File: src/rtl/vlc_frame_receiver.sv
// Optical-link receive deserializer: synchronizes rx and detects the high/low preamble,
// then samples 32-bit MSB-first words at bit centres and writes them to the receive FIFO.
module vlc_frame_receiver #(
  parameter int unsigned BIT_CYCLES      = 50,
  parameter int unsigned SYNC_HI_BITS    = 5,
  parameter int unsigned SYNC_LO_BITS    = 5,
  parameter int unsigned WORDS_PER_FRAME = 9,
  parameter int unsigned MIN_GAP_BITS    = 6
) (
  input  logic        pclk,
  input  logic        rstn,
  input  logic        rx,
  input  logic        fifo_full,
  output logic [31:0] dout,
  output logic        fifo_wr_en,
  output logic        frame_done,
  output logic        sync_err,
  output logic        overflow,
  output logic        busy
);

  localparam int unsigned PW = (BIT_CYCLES > 1) ? $clog2(BIT_CYCLES) : 1;
  localparam int unsigned WW = $clog2(WORDS_PER_FRAME + 1);

  localparam logic [15:0] TOL     = 16'(BIT_CYCLES / 2);
  localparam logic [15:0] H_NOM   = 16'(SYNC_HI_BITS * BIT_CYCLES);
  localparam logic [15:0] H_MIN   = H_NOM - TOL;
  localparam logic [15:0] H_MAX   = H_NOM + TOL;
  localparam logic [15:0] L_NOM   = 16'(SYNC_LO_BITS * BIT_CYCLES);
  localparam logic [15:0] L_MIN   = L_NOM - TOL;
  localparam logic [15:0] L_END   = L_NOM - 16'd1;
  localparam logic [15:0] GAP_LEN = 16'(MIN_GAP_BITS * BIT_CYCLES);

  localparam logic [PW-1:0] PH_SAMPLE = PW'(BIT_CYCLES / 2);
  localparam logic [PW-1:0] PH_LAST   = PW'(BIT_CYCLES - 1);
  localparam logic [WW-1:0] W_LAST    = WW'(WORDS_PER_FRAME - 1);

  typedef enum logic [2:0] {
    S_IDLE,
    S_SYNC_HI,
    S_SYNC_LO,
    S_DATA,
    S_GAP
  } state_t;

  state_t        state_q;
  logic          rx_meta_q;
  logic          rx_s_q;
  logic          rx_prev_q;
  logic [15:0]   cyc_q;
  logic [PW-1:0] phase_q;
  logic [4:0]    bit_q;
  logic [WW-1:0] wcnt_q;
  logic [31:0]   shift_q;
  logic [31:0]   dout_q;
  logic          wr_en_q;
  logic          frame_done_q;
  logic          sync_err_q;
  logic          overflow_q;

  logic          rise;
  logic          fall;
  logic [15:0]   cyc_d;
  logic [31:0]   shift_d;

  assign rise    = rx_s_q & ~rx_prev_q;
  assign fall    = ~rx_s_q & rx_prev_q;
  assign cyc_d   = cyc_q + 16'd1;
  assign shift_d = {shift_q[30:0], rx_s_q};

  always_ff @(posedge pclk) begin
    if (!rstn) begin
      state_q      <= S_IDLE;
      rx_meta_q    <= 1'b0;
      rx_s_q       <= 1'b0;
      rx_prev_q    <= 1'b0;
      cyc_q        <= '0;
      phase_q      <= '0;
      bit_q        <= '0;
      wcnt_q       <= '0;
      shift_q      <= '0;
      dout_q       <= '0;
      wr_en_q      <= 1'b0;
      frame_done_q <= 1'b0;
      sync_err_q   <= 1'b0;
      overflow_q   <= 1'b0;
    end else begin
      rx_meta_q    <= rx;
      rx_s_q       <= rx_meta_q;
      rx_prev_q    <= rx_s_q;
      wr_en_q      <= 1'b0;
      frame_done_q <= 1'b0;
      sync_err_q   <= 1'b0;
      overflow_q   <= 1'b0;

      case (state_q)
        S_IDLE: begin
          if (rise) begin
            state_q <= S_SYNC_HI;
            cyc_q   <= '0;
          end
        end

        S_SYNC_HI: begin
          if (fall) begin
            if (cyc_q >= H_MIN && cyc_q <= H_MAX) begin
              state_q <= S_SYNC_LO;
              cyc_q   <= '0;
            end else begin
              sync_err_q <= 1'b1;
              state_q    <= S_IDLE;
            end
          end else if (cyc_q > H_MAX) begin
            sync_err_q <= 1'b1;
            state_q    <= S_IDLE;
          end else begin
            cyc_q <= cyc_d;
          end
        end

        S_SYNC_LO: begin
          // A late rise is the first data bit arriving early; only early rises are rejected.
          if (rise && cyc_q < L_MIN) begin
            sync_err_q <= 1'b1;
            state_q    <= S_IDLE;
          end else if (cyc_q == L_END) begin
            state_q <= S_DATA;
            phase_q <= '0;
            bit_q   <= '0;
            wcnt_q  <= '0;
          end else begin
            cyc_q <= cyc_d;
          end
        end

        S_DATA: begin
          phase_q <= (phase_q == PH_LAST) ? '0 : phase_q + PW'(1);
          if (phase_q == PH_SAMPLE) begin
            shift_q <= shift_d;
            bit_q   <= bit_q + 5'd1;
            if (bit_q == 5'd31) begin
              if (!fifo_full) begin
                dout_q  <= shift_d;
                wr_en_q <= 1'b1;
              end else begin
                overflow_q <= 1'b1;
              end
              wcnt_q <= wcnt_q + WW'(1);
              if (wcnt_q == W_LAST) begin
                frame_done_q <= 1'b1;
                state_q      <= S_GAP;
                cyc_q        <= '0;
              end
            end
          end
        end

        S_GAP: begin
          if (rx_s_q) begin
            cyc_q <= '0;
          end else if (cyc_d == GAP_LEN) begin
            state_q <= S_IDLE;
            cyc_q   <= '0;
          end else begin
            cyc_q <= cyc_d;
          end
        end

        default: state_q <= S_IDLE;
      endcase
    end
  end

  assign dout       = dout_q;
  assign fifo_wr_en = wr_en_q;
  assign frame_done = frame_done_q;
  assign sync_err   = sync_err_q;
  assign overflow   = overflow_q;
  assign busy       = (state_q != S_IDLE);

endmodule

File: config.mk
export PLATFORM = sky130hd
export DESIGN_NAME = vlc_frame_receiver
export DESIGN_NICKNAME = d
export VERILOG_FILES = /design/src/rtl/vlc_frame_receiver.sv
export SDC_FILE = /design/constraint.sdc
export NUM_CORES = 1
export LEC_CHECK = 0
export ABC_AREA = 1
export BUFFER_PORTS_ARGS = -buffer_cell sky130_fd_sc_hd__buf_2
export CAP_MARGIN = 25
export CORE_MARGIN = 5
export CORE_UTILIZATION = 25
export CTS_CLUSTER_SIZE = 10
export DETAILED_ROUTE_END_ITERATION = 8
export GPL_ROUTABILITY_DRIVEN = 0
export PLACE_DENSITY = 0.39
export SETUP_SLACK_MARGIN = 0.05
export SKIP_CTS_REPAIR_TIMING = 1
export SYNTH_ARGS = -nofsm -noshare
export SYNTH_HDL_FRONTEND = slang
export SYNTH_SLANG_ARGS = --single-unit
File: constraint.sdc
create_clock -name pclk -period 3.7 [get_ports pclk]
set_input_delay 0.555 -clock pclk [delete_from_list [all_inputs] [get_ports pclk]]
set_output_delay 0.555 -clock pclk [all_outputs]
set_load 0.005 [all_outputs]
==> parameters.txt, run 1 <==
Parameter                              Value

Status
  Status ... complete, no violations

Clocking
  Cell at the root of the clock tree ... sky130_fd_sc_hd__clkbuf_16
  Clk Latency, worst-skew pair ... 370 ps
  Worst-path clk slew ... 80 ps
  CTS Sinks ... 104
  CTS Buf Count ... 9
  Maximum clock path buffer count ... 2
  H-tree lvl count ... 3
  Clock tree from TritonCTS ... yes

Power
  Leakage ... 2.390 nW
  Power share of the clock group ... 43.6%
  Share of power burned in combinational logic ... 7.9%
  Switching Share ... 27.41%
  Total design power ... 2.395 mW
  Switching component of the power ... 0.6564 mW
  Reg power frac ... 48.4%
  IR Drop Worst-Case VDD ... 192.6 uV
  Cell internal pwr ... 1.738 mW
  Cell area power density ... 427.8 mW/mm^2

Drt
  Total wirelength of the detailed-routed design ... 12250 um
  1st-iter DRT viols ... 286
  Post-route DRC ... 0
  Pre-Repair DR Iteration Count ... 5
  Per-cell routed wire length ... 12.41 um
  Routed vias ... 4377
  Post-route antenna net violation count ... 0
  Number of vias per cell after detailed routing ... 4.435

Timing
  Worst Slack Setup Final ... 1250 ps
  Worst Max-Slew Pin Slew ... 929.1 ps
  Highest clock frequency the design can meet ... 0.4081 GHz
  Setup violators final ... 0
  RSZ-0062 raised after global routing ... false
  Slew Limit Headroom ... 37.99%
  Final Skew ... 12.21 ps
  Max-slew violation count ... 0
  Min Tclk post-route ... 2450 ps
  Worst hold slack across all endpoints ... 389.2 ps
  Final clock period utilization by the worst path ... 66.22%
  Post-Route Setup TNS ... 0 ps
  Number of hold violations in the final report ... 0

Finish
  Most common cell after layout, fill and taps aside ... sky130_fd_sc_hd__nand2_1
  Area of all placed cells without fillers ... 0.005598 mm^2
  Number of diodes ... 0
  Layout-stage area growth over the synthesis result ... 15.97%
  Count of nets after finishing ... 735
  Most frequent cells in the layout ... sky130_fd_sc_hd__nand2_1 (112), sky130_fd_sc_hd__dfxtp_1 (104), sky130_fd_sc_hd__nor2_1 (102)
  Layout cell share with drive strength beyond 1 ... 12.24%

Floorplan
  Cell row count ... 50
  Placeable Area ... 0.01883 mm^2
  Die width ... 149.0 um
  Area enclosed by the die boundary ... 0.02219 mm^2
  Boundary pin count ... 41
  Initial Util ... 25.63%
  Die Height ... 149.0 um

Setup path
  Data arrival time of the worst path ... 2650 ps
  Start-to-end type of the worst setup path ... flip-flop to flip-flop
  Crit path max-delay cell type ... sky130_fd_sc_hd__nand3_1
  Top cell family by delay on the critical path ... simple AND/OR/NAND/NOR gates
  Worst path required time ... 3900 ps
  Startpoint type of the worst setup path ... flip-flop
  Cells along the critical path ... ha_1, inv_1, nor3_1, ha_1, nand2_1, nand2_2, o211ai_1, nor2_1, nand3_1, buf_4, nor2_1, a211oi_1
  CP max FO ... 13
  Critical path's largest stage delay ... 400 ps
  Critical path buffers and inverters ... 2
  Type of element capturing the critical path ... flip-flop

Placed design
  Half-perimeter wire length after detailed placement ... 8233 um
  IO Port Bufs ... 40
  Worst slack at placement ... 1256 ps
  Placed Area ... 0.005274 mm^2

Yosys
  Fraction of registers with async set or reset after synthesis ... 0%
  Post-synthesis sequential area ratio ... 43.13%
  Yosys warnings ... 0
  Number of storage elements in the synthesis netlist ... 104
  Gate count of the mapped netlist ... 695
  Most used flip-flop cell after synthesis ... sky130_fd_sc_hd__dfxtp_1
  Post-synthesis cell area ... 0.004827 mm^2
  Library cells used by synthesis ... 35
  Syn_nets ... 708
  Number of enable-type register cells in the synthesized netlist ... 0
  Syn Area/Cell ... 6.946 um^2

Min path
  Class of the tightest hold or removal check ... primary input to flip-flop

Flow run
  Maximum Capacitance Violations ... 0

Global routing
  Global-route usage over all layers ... 11.40%
  Via count of the first global-routing pass ... 4032
  Number of antenna violations at the first check in global routing ... 0
  First-pass GRT wire length ... 20480 um
  Maximum number of pins on one net before global-route repair ... 74
  Total grt overflow ... 0
## Yosys cell counts, types with 4 or more instances
cell type | number | share of area [%]
sky130_fd_sc_hd__a211oi_1 | 6 | 0.93
sky130_fd_sc_hd__o21ai_0 | 70 | 7.3
sky130_fd_sc_hd__a21oi_1 | 53 | 5.5
sky130_fd_sc_hd__inv_2 | 6 | 0.47
sky130_fd_sc_hd__nor3_1 | 13 | 1.3
sky130_fd_sc_hd__clkbuf_1 | 25 | 1.9
sky130_fd_sc_hd__inv_1 | 92 | 7.2
sky130_fd_sc_hd__a31oi_1 | 7 | 0.91
sky130_fd_sc_hd__dfxtp_1 | 104 | 43
sky130_fd_sc_hd__nand2_2 | 4 | 0.52
sky130_fd_sc_hd__ha_1 | 9 | 2.3
sky130_fd_sc_hd__nor2_1 | 103 | 8.0
sky130_fd_sc_hd__nor2_2 | 4 | 0.52
sky130_fd_sc_hd__o211ai_1 | 5 | 0.78
sky130_fd_sc_hd__o21ai_1 | 5 | 0.52
sky130_fd_sc_hd__nand3_1 | 44 | 4.6
sky130_fd_sc_hd__nand2_1 | 112 | 8.7
sky130_fd_sc_hd__nand4_1 | 8 | 1.0
## worst register-to-register path: cells and delay by family, from the launching register on
kind / cells / cell delay, ps
and+or+nand+nor: 6 / 940
adders and majority gates: 2 / 420
buffers and inverters: 2 / 400
DFF: 1 / 390
AOI/OAI and AO/OA: 2 / 150
## cells by family after synthesis
logic type	share of synthesized area, %
AOI/OAI and AO/OA	16.90
and+or+nand+nor	27.11
buffers and inverters	10.52
adders and majority gates	2.333
DFF	43.13
## state kept, by name, indices dropped and copies added, names as in the netlist
register / flops
bit_q: 5
cyc_q: 16
dout: 32
fifo_wr_en: 1
frame_done: 1
overflow: 1
phase_q: 6
rx_meta_q: 1
rx_prev_q: 1
rx_s_q: 1
shift_q: 31
state_q: 3
sync_err: 1
wcnt_q: 4
## stage by stage
stage	std cells	utilization, %
after CTS	987	29.73
after floorplan	695	-
after detailed placement	971	28.01
final	987	29.73
after global routing	987	29.73
after global placement	971	28.01
## metal layers
layer	up-vias	routed length [um]	global-route usage (%)
li1	2294	-	-
met1	1977	6320	15.89
met2	88	5131	16.70
met3	18	563	2.765
met4	0	232	4.989
met5	-	0	0
## power groups by stage
stage               Combinational (mW)  Sequential (mW)  Clock, mW
finish                           0.190             1.16       1.05
global route                     0.214             1.16       1.12
CTS                              0.191             1.16       1.09
detailed placement               0.191             1.19          0
global placement                 0.194             1.19          0
floorplan                        0.142             1.18          0
## path summary, 6_finish.rpt
kind / to / slack [ps] / startpoint / depth (start not counted)
worst max register to register: cyc_q[7] / 1250 / bit_q[0] / 12
worst min register to register: rx_s_q / 440 / rx_meta_q / 2
worst min-delay path: rx_meta_q / 390 / rx / 3
worst max-delay path: cyc_q[7] / 1250 / bit_q[0] / 12
## cell type report
cell class / instances / area [um^2]
clock buffer: 9 / 225.2
clock inverter: 7 / 98.84
fill: 2047 / 13230
inverter: 100 / 376.6
multi-input combinational: 461 / 2245
sequential: 104 / 2082
tap: 260 / 325.3
timing repair buffer: 46 / 245.2
No activity file was read; power rests on OpenSTA's default activity.
==> run 2, diff against run 1 <==
--- a/config.mk
+++ b/config.mk
@@ -5,7 +5,7 @@
 export SDC_FILE = /design/constraint.sdc
 export NUM_CORES = 1
 export LEC_CHECK = 0
-export ABC_AREA = 1
+export ABC_AREA = 0
 export BUFFER_PORTS_ARGS = -buffer_cell sky130_fd_sc_hd__buf_2
 export CAP_MARGIN = 25
 export CORE_MARGIN = 5
@@ -13,7 +13,7 @@
 export CTS_CLUSTER_SIZE = 10
 export DETAILED_ROUTE_END_ITERATION = 8
 export GPL_ROUTABILITY_DRIVEN = 0
-export PLACE_DENSITY = 0.39
+export PLACE_DENSITY = 0.4
 export SETUP_SLACK_MARGIN = 0.05
 export SKIP_CTS_REPAIR_TIMING = 1
 export SYNTH_ARGS = -nofsm -noshare
==> constraint.sdc (replaced) <==
create_clock -name pclk -period 1.97 [get_ports pclk]
set_input_delay 0.2955 -clock pclk [delete_from_list [all_inputs] [get_ports pclk]]
set_output_delay 0.2955 -clock pclk [all_outputs]
set_load 0.005 [all_outputs]
==> parameters.txt, run 2 <==
Parameter                              Value

Clocking
  Clock tree from TritonCTS ... yes
  CTS Buf Count ... 9
  Cell at the root of the clock tree ... sky130_fd_sc_hd__clkbuf_16
  Clk Latency, worst-skew pair ... 360 ps
  Maximum clock path buffer count ... 2
  Worst-path clk slew ... 70 ps
  CTS Sinks ... 104
  H-tree lvl count ... 3

Finish
  Number of flip-flops under the largest register name ... 32
  Filler instances ... 1905
  Layout-stage area growth over the synthesis result ... 44.00%
  Area used by multi-input combinational logic ... 0.002824 mm^2
  Most common cell after layout, fill and taps aside ... sky130_fd_sc_hd__nand2_1
  Count of nets after finishing ... 720
  Sequential Area ... 0.002100 mm^2
  Number of diodes ... 0
  Post-layout instance count excluding filler cells ... 946
  Layout cell share with drive strength beyond 1 ... 40.03%
  Most frequent cells in the layout ... sky130_fd_sc_hd__nand2_1 (126), sky130_fd_sc_hd__dfxtp_1 (94), sky130_fd_sc_hd__buf_4 (91)

Setup path
  Reg-to-reg slack, setup ... -630 ps
  Worst-case reg-to-reg path depth ... 10
  Type of element capturing the critical path ... flip-flop
  Startpoint type of the worst setup path ... flip-flop
  Data arrival time of the worst path ... 2890 ps
  Reg-to-reg critical path endpoint ... cyc_q[14]
  Start-to-end type of the worst setup path ... flip-flop to flip-flop
  CP max FO ... 6
  FF-to-FF Start ... bit_q[0]
  Crit path max-delay cell type ... sky130_fd_sc_hd__or4_1
  Cell seen most often among critical-path stages ... sky130_fd_sc_hd__ha_4
  Cells along the critical path ... ha_4, and3_4, ha_4, nand4b_1, o41ai_4, nand3_2, a211oi_4, o211ai_4, or4_1, nand3_1
  Critical path's largest stage delay ... 550 ps
  Worst path required time ... 2260 ps

Power
  Total design power ... 4.257 mW
  Cell area power density ... 630.0 mW/mm^2
  Leakage ... 2.500 nW
  IR Drop Worst-Case VDD ... 518.6 uV

Drt
  Number of vias per cell after detailed routing ... 4.682
  Pre-Repair DR Iteration Count ... 4
  1st-iter DRT viols ... 169
  Per-cell routed wire length ... 14.23 um
  Routed vias ... 4429
  Total wirelength of the detailed-routed design ... 13460 um
  Post-route antenna net violation count ... 0
  Post-route DRC ... 0

Floorplan
  Area enclosed by the die boundary ... 0.02161 mm^2
  Initial Util ... 25.25%
  Placeable Area ... 0.01858 mm^2
  Cell row count ... 50
  Boundary pin count ... 41
  Die width ... 147.0 um
  Die Height ... 147.0 um

Timing
  Max-slew violation count ... 0
  Post-Route Setup TNS ... -12200 ps
  Worst Slack Setup Final ... -626.2 ps
  RSZ-0062 raised after global routing ... true
  Worst Max-Slew Pin Slew ... 464.4 ps
  Setup violators final ... 66
  Highest clock frequency the design can meet ... 0.3852 GHz
  Final clock period utilization by the worst path ... 131.8%
  Slew Limit Headroom ... 68.93%
  Final Skew ... 10.48 ps
  Number of hold violations in the final report ... 0
  Min Tclk post-route ... 2596 ps

Min path
  Hold endpoint ... rx_meta_q
  Hold Path Origin ... rx
  Class of the tightest hold or removal check ... primary input to flip-flop
  Hold Path Depth ... 2

Yosys
  Number of enable-type register cells in the synthesized netlist ... 0
  Cell type contributing the most total cell area after synthesis ... sky130_fd_sc_hd__dfxtp_1
  Yosys warnings ... 0
  Post-synthesis cell area ... 0.004692 mm^2
  Syn Area/Cell ... 8.034 um^2
  Leading post-synthesis cells by instance count ... sky130_fd_sc_hd__nand2_1 (153), sky130_fd_sc_hd__dfxtp_1 (104), sky130_fd_sc_hd__a21oi_1 (75)
  Most frequent cell after synthesis ... sky130_fd_sc_hd__nand2_1
  Post-synthesis sequential area ratio ... 44.37%
  Syn_nets ... 597
  Number of storage elements in the synthesis netlist ... 104
  Library cells used by synthesis ... 65
  Gate count of the mapped netlist ... 584
  Fraction of registers with async set or reset after synthesis ... 0%
  Synth top area share ... 44.37%
  Synth area leaders ... sky130_fd_sc_hd__dfxtp_1 (44%), sky130_fd_sc_hd__nand2_1 (12%), sky130_fd_sc_hd__a21oi_1 (8.0%)
  Most used flip-flop cell after synthesis ... sky130_fd_sc_hd__dfxtp_1

Global routing
  Global-route usage over all layers ... 11.40%
  First-pass GRT wire length ... 20440 um
  Maximum number of pins on one net before global-route repair ... 68
  Via count of the first global-routing pass ... 4118
  Total grt overflow ... 0
  Number of antenna violations at the first check in global routing ... 0

Placed design
  Worst slack at placement ... -705.9 ps
  Half-perimeter wire length after detailed placement ... 8577 um
  IO Port Bufs ... 40
  Cell count after placement ... 912

Flow run
  Maximum Capacitance Violations ... 0

Status
  Violations in the final reports ... setup timing
  Status ... finished with violations
run 2: changes by cell type after synthesis, sizes merged, moves of 6 or more:
cell / before / now
or4: 0 / 6
or3: 0 / 10
inv: 98 / 11
nand2: 117 / 154
o21ai: 78 / 10
a21oi: 53 / 75
nor2: 110 / 30
nand3: 45 / 25
xor2: 0 / 7
buf: 5 / 13
run 2: how the worst max path moves through the flow:
stage,from,end,slack (ps),cells after the start
6_report,bit_q[0],cyc_q[14],-630,10
2_1_floorplan,bit_q[0],cyc_q[14],-460,10
5_1_grt,bit_q[0],cyc_q[14],-750,10
3_3_place_gp,bit_q[0],cyc_q[3],-610,11
3_5_place_dp,bit_q[0],cyc_q[7],-710,11
4_1_cts,bit_q[0],cyc_q[7],-720,11
run 2: cell type report:
type | count | area share, %
clock buffer | 9 | 3.333
multi-input combinational | 427 | 41.80
timing repair buffer | 153 | 17.87
tap | 234 | 4.333
sequential | 104 | 31.07
clock inverter | 7 | 0.9259
inverter | 12 | 0.6667
run 2: kinds of logic after synthesis:
group                    Yosys count  synth area share, %
flip-flops                       104                44.37
multiplexers                       3               0.6667
adder cells (fa/ha/maj)            9                2.400
AND/OR/NAND/NOR                  285                28.75
buffers and inverters             53                5.787
AO/OA/AOI/OAI                    118                15.79
XOR/XNOR                          12                2.240
run 2: critical path: cells and delay by family, from the launching register on:
family / cells / cell delay (ps)
compound gates: 3 / 760
fa+ha+maj: 2 / 260
flops: 1 / 360
simple gates: 5 / 1170
run 2: layer usage:
layer / vias to the layer above / routed length, um / GRT usage [%]
met1: 2119 / 6526 / 15.23
met4: 0 / 169 / 2.610
met3: 10 / 462 / 3.331
met2: 55 / 6306 / 18.28
met5: - / 0 / 0
li1: 2245 / - / -
run 2: power by group:
group,leakage [nW],internal (mW),switching [mW]
combinational,1.52,0.151,0.222
sequential,0.844,2.11,0.0115
clock,0.140,0.886,0.879
run 2: metrics by stage:
step	util (%)	hold slack, ps	cell area, um^2
after floorplan	-	409.3	4847
after global placement	31.47	440.9	5847
after detailed placement	31.47	438.0	5847
after CTS	33.02	140.1	6135
after global routing	36.36	146.6	6756
final	36.36	160.4	6756
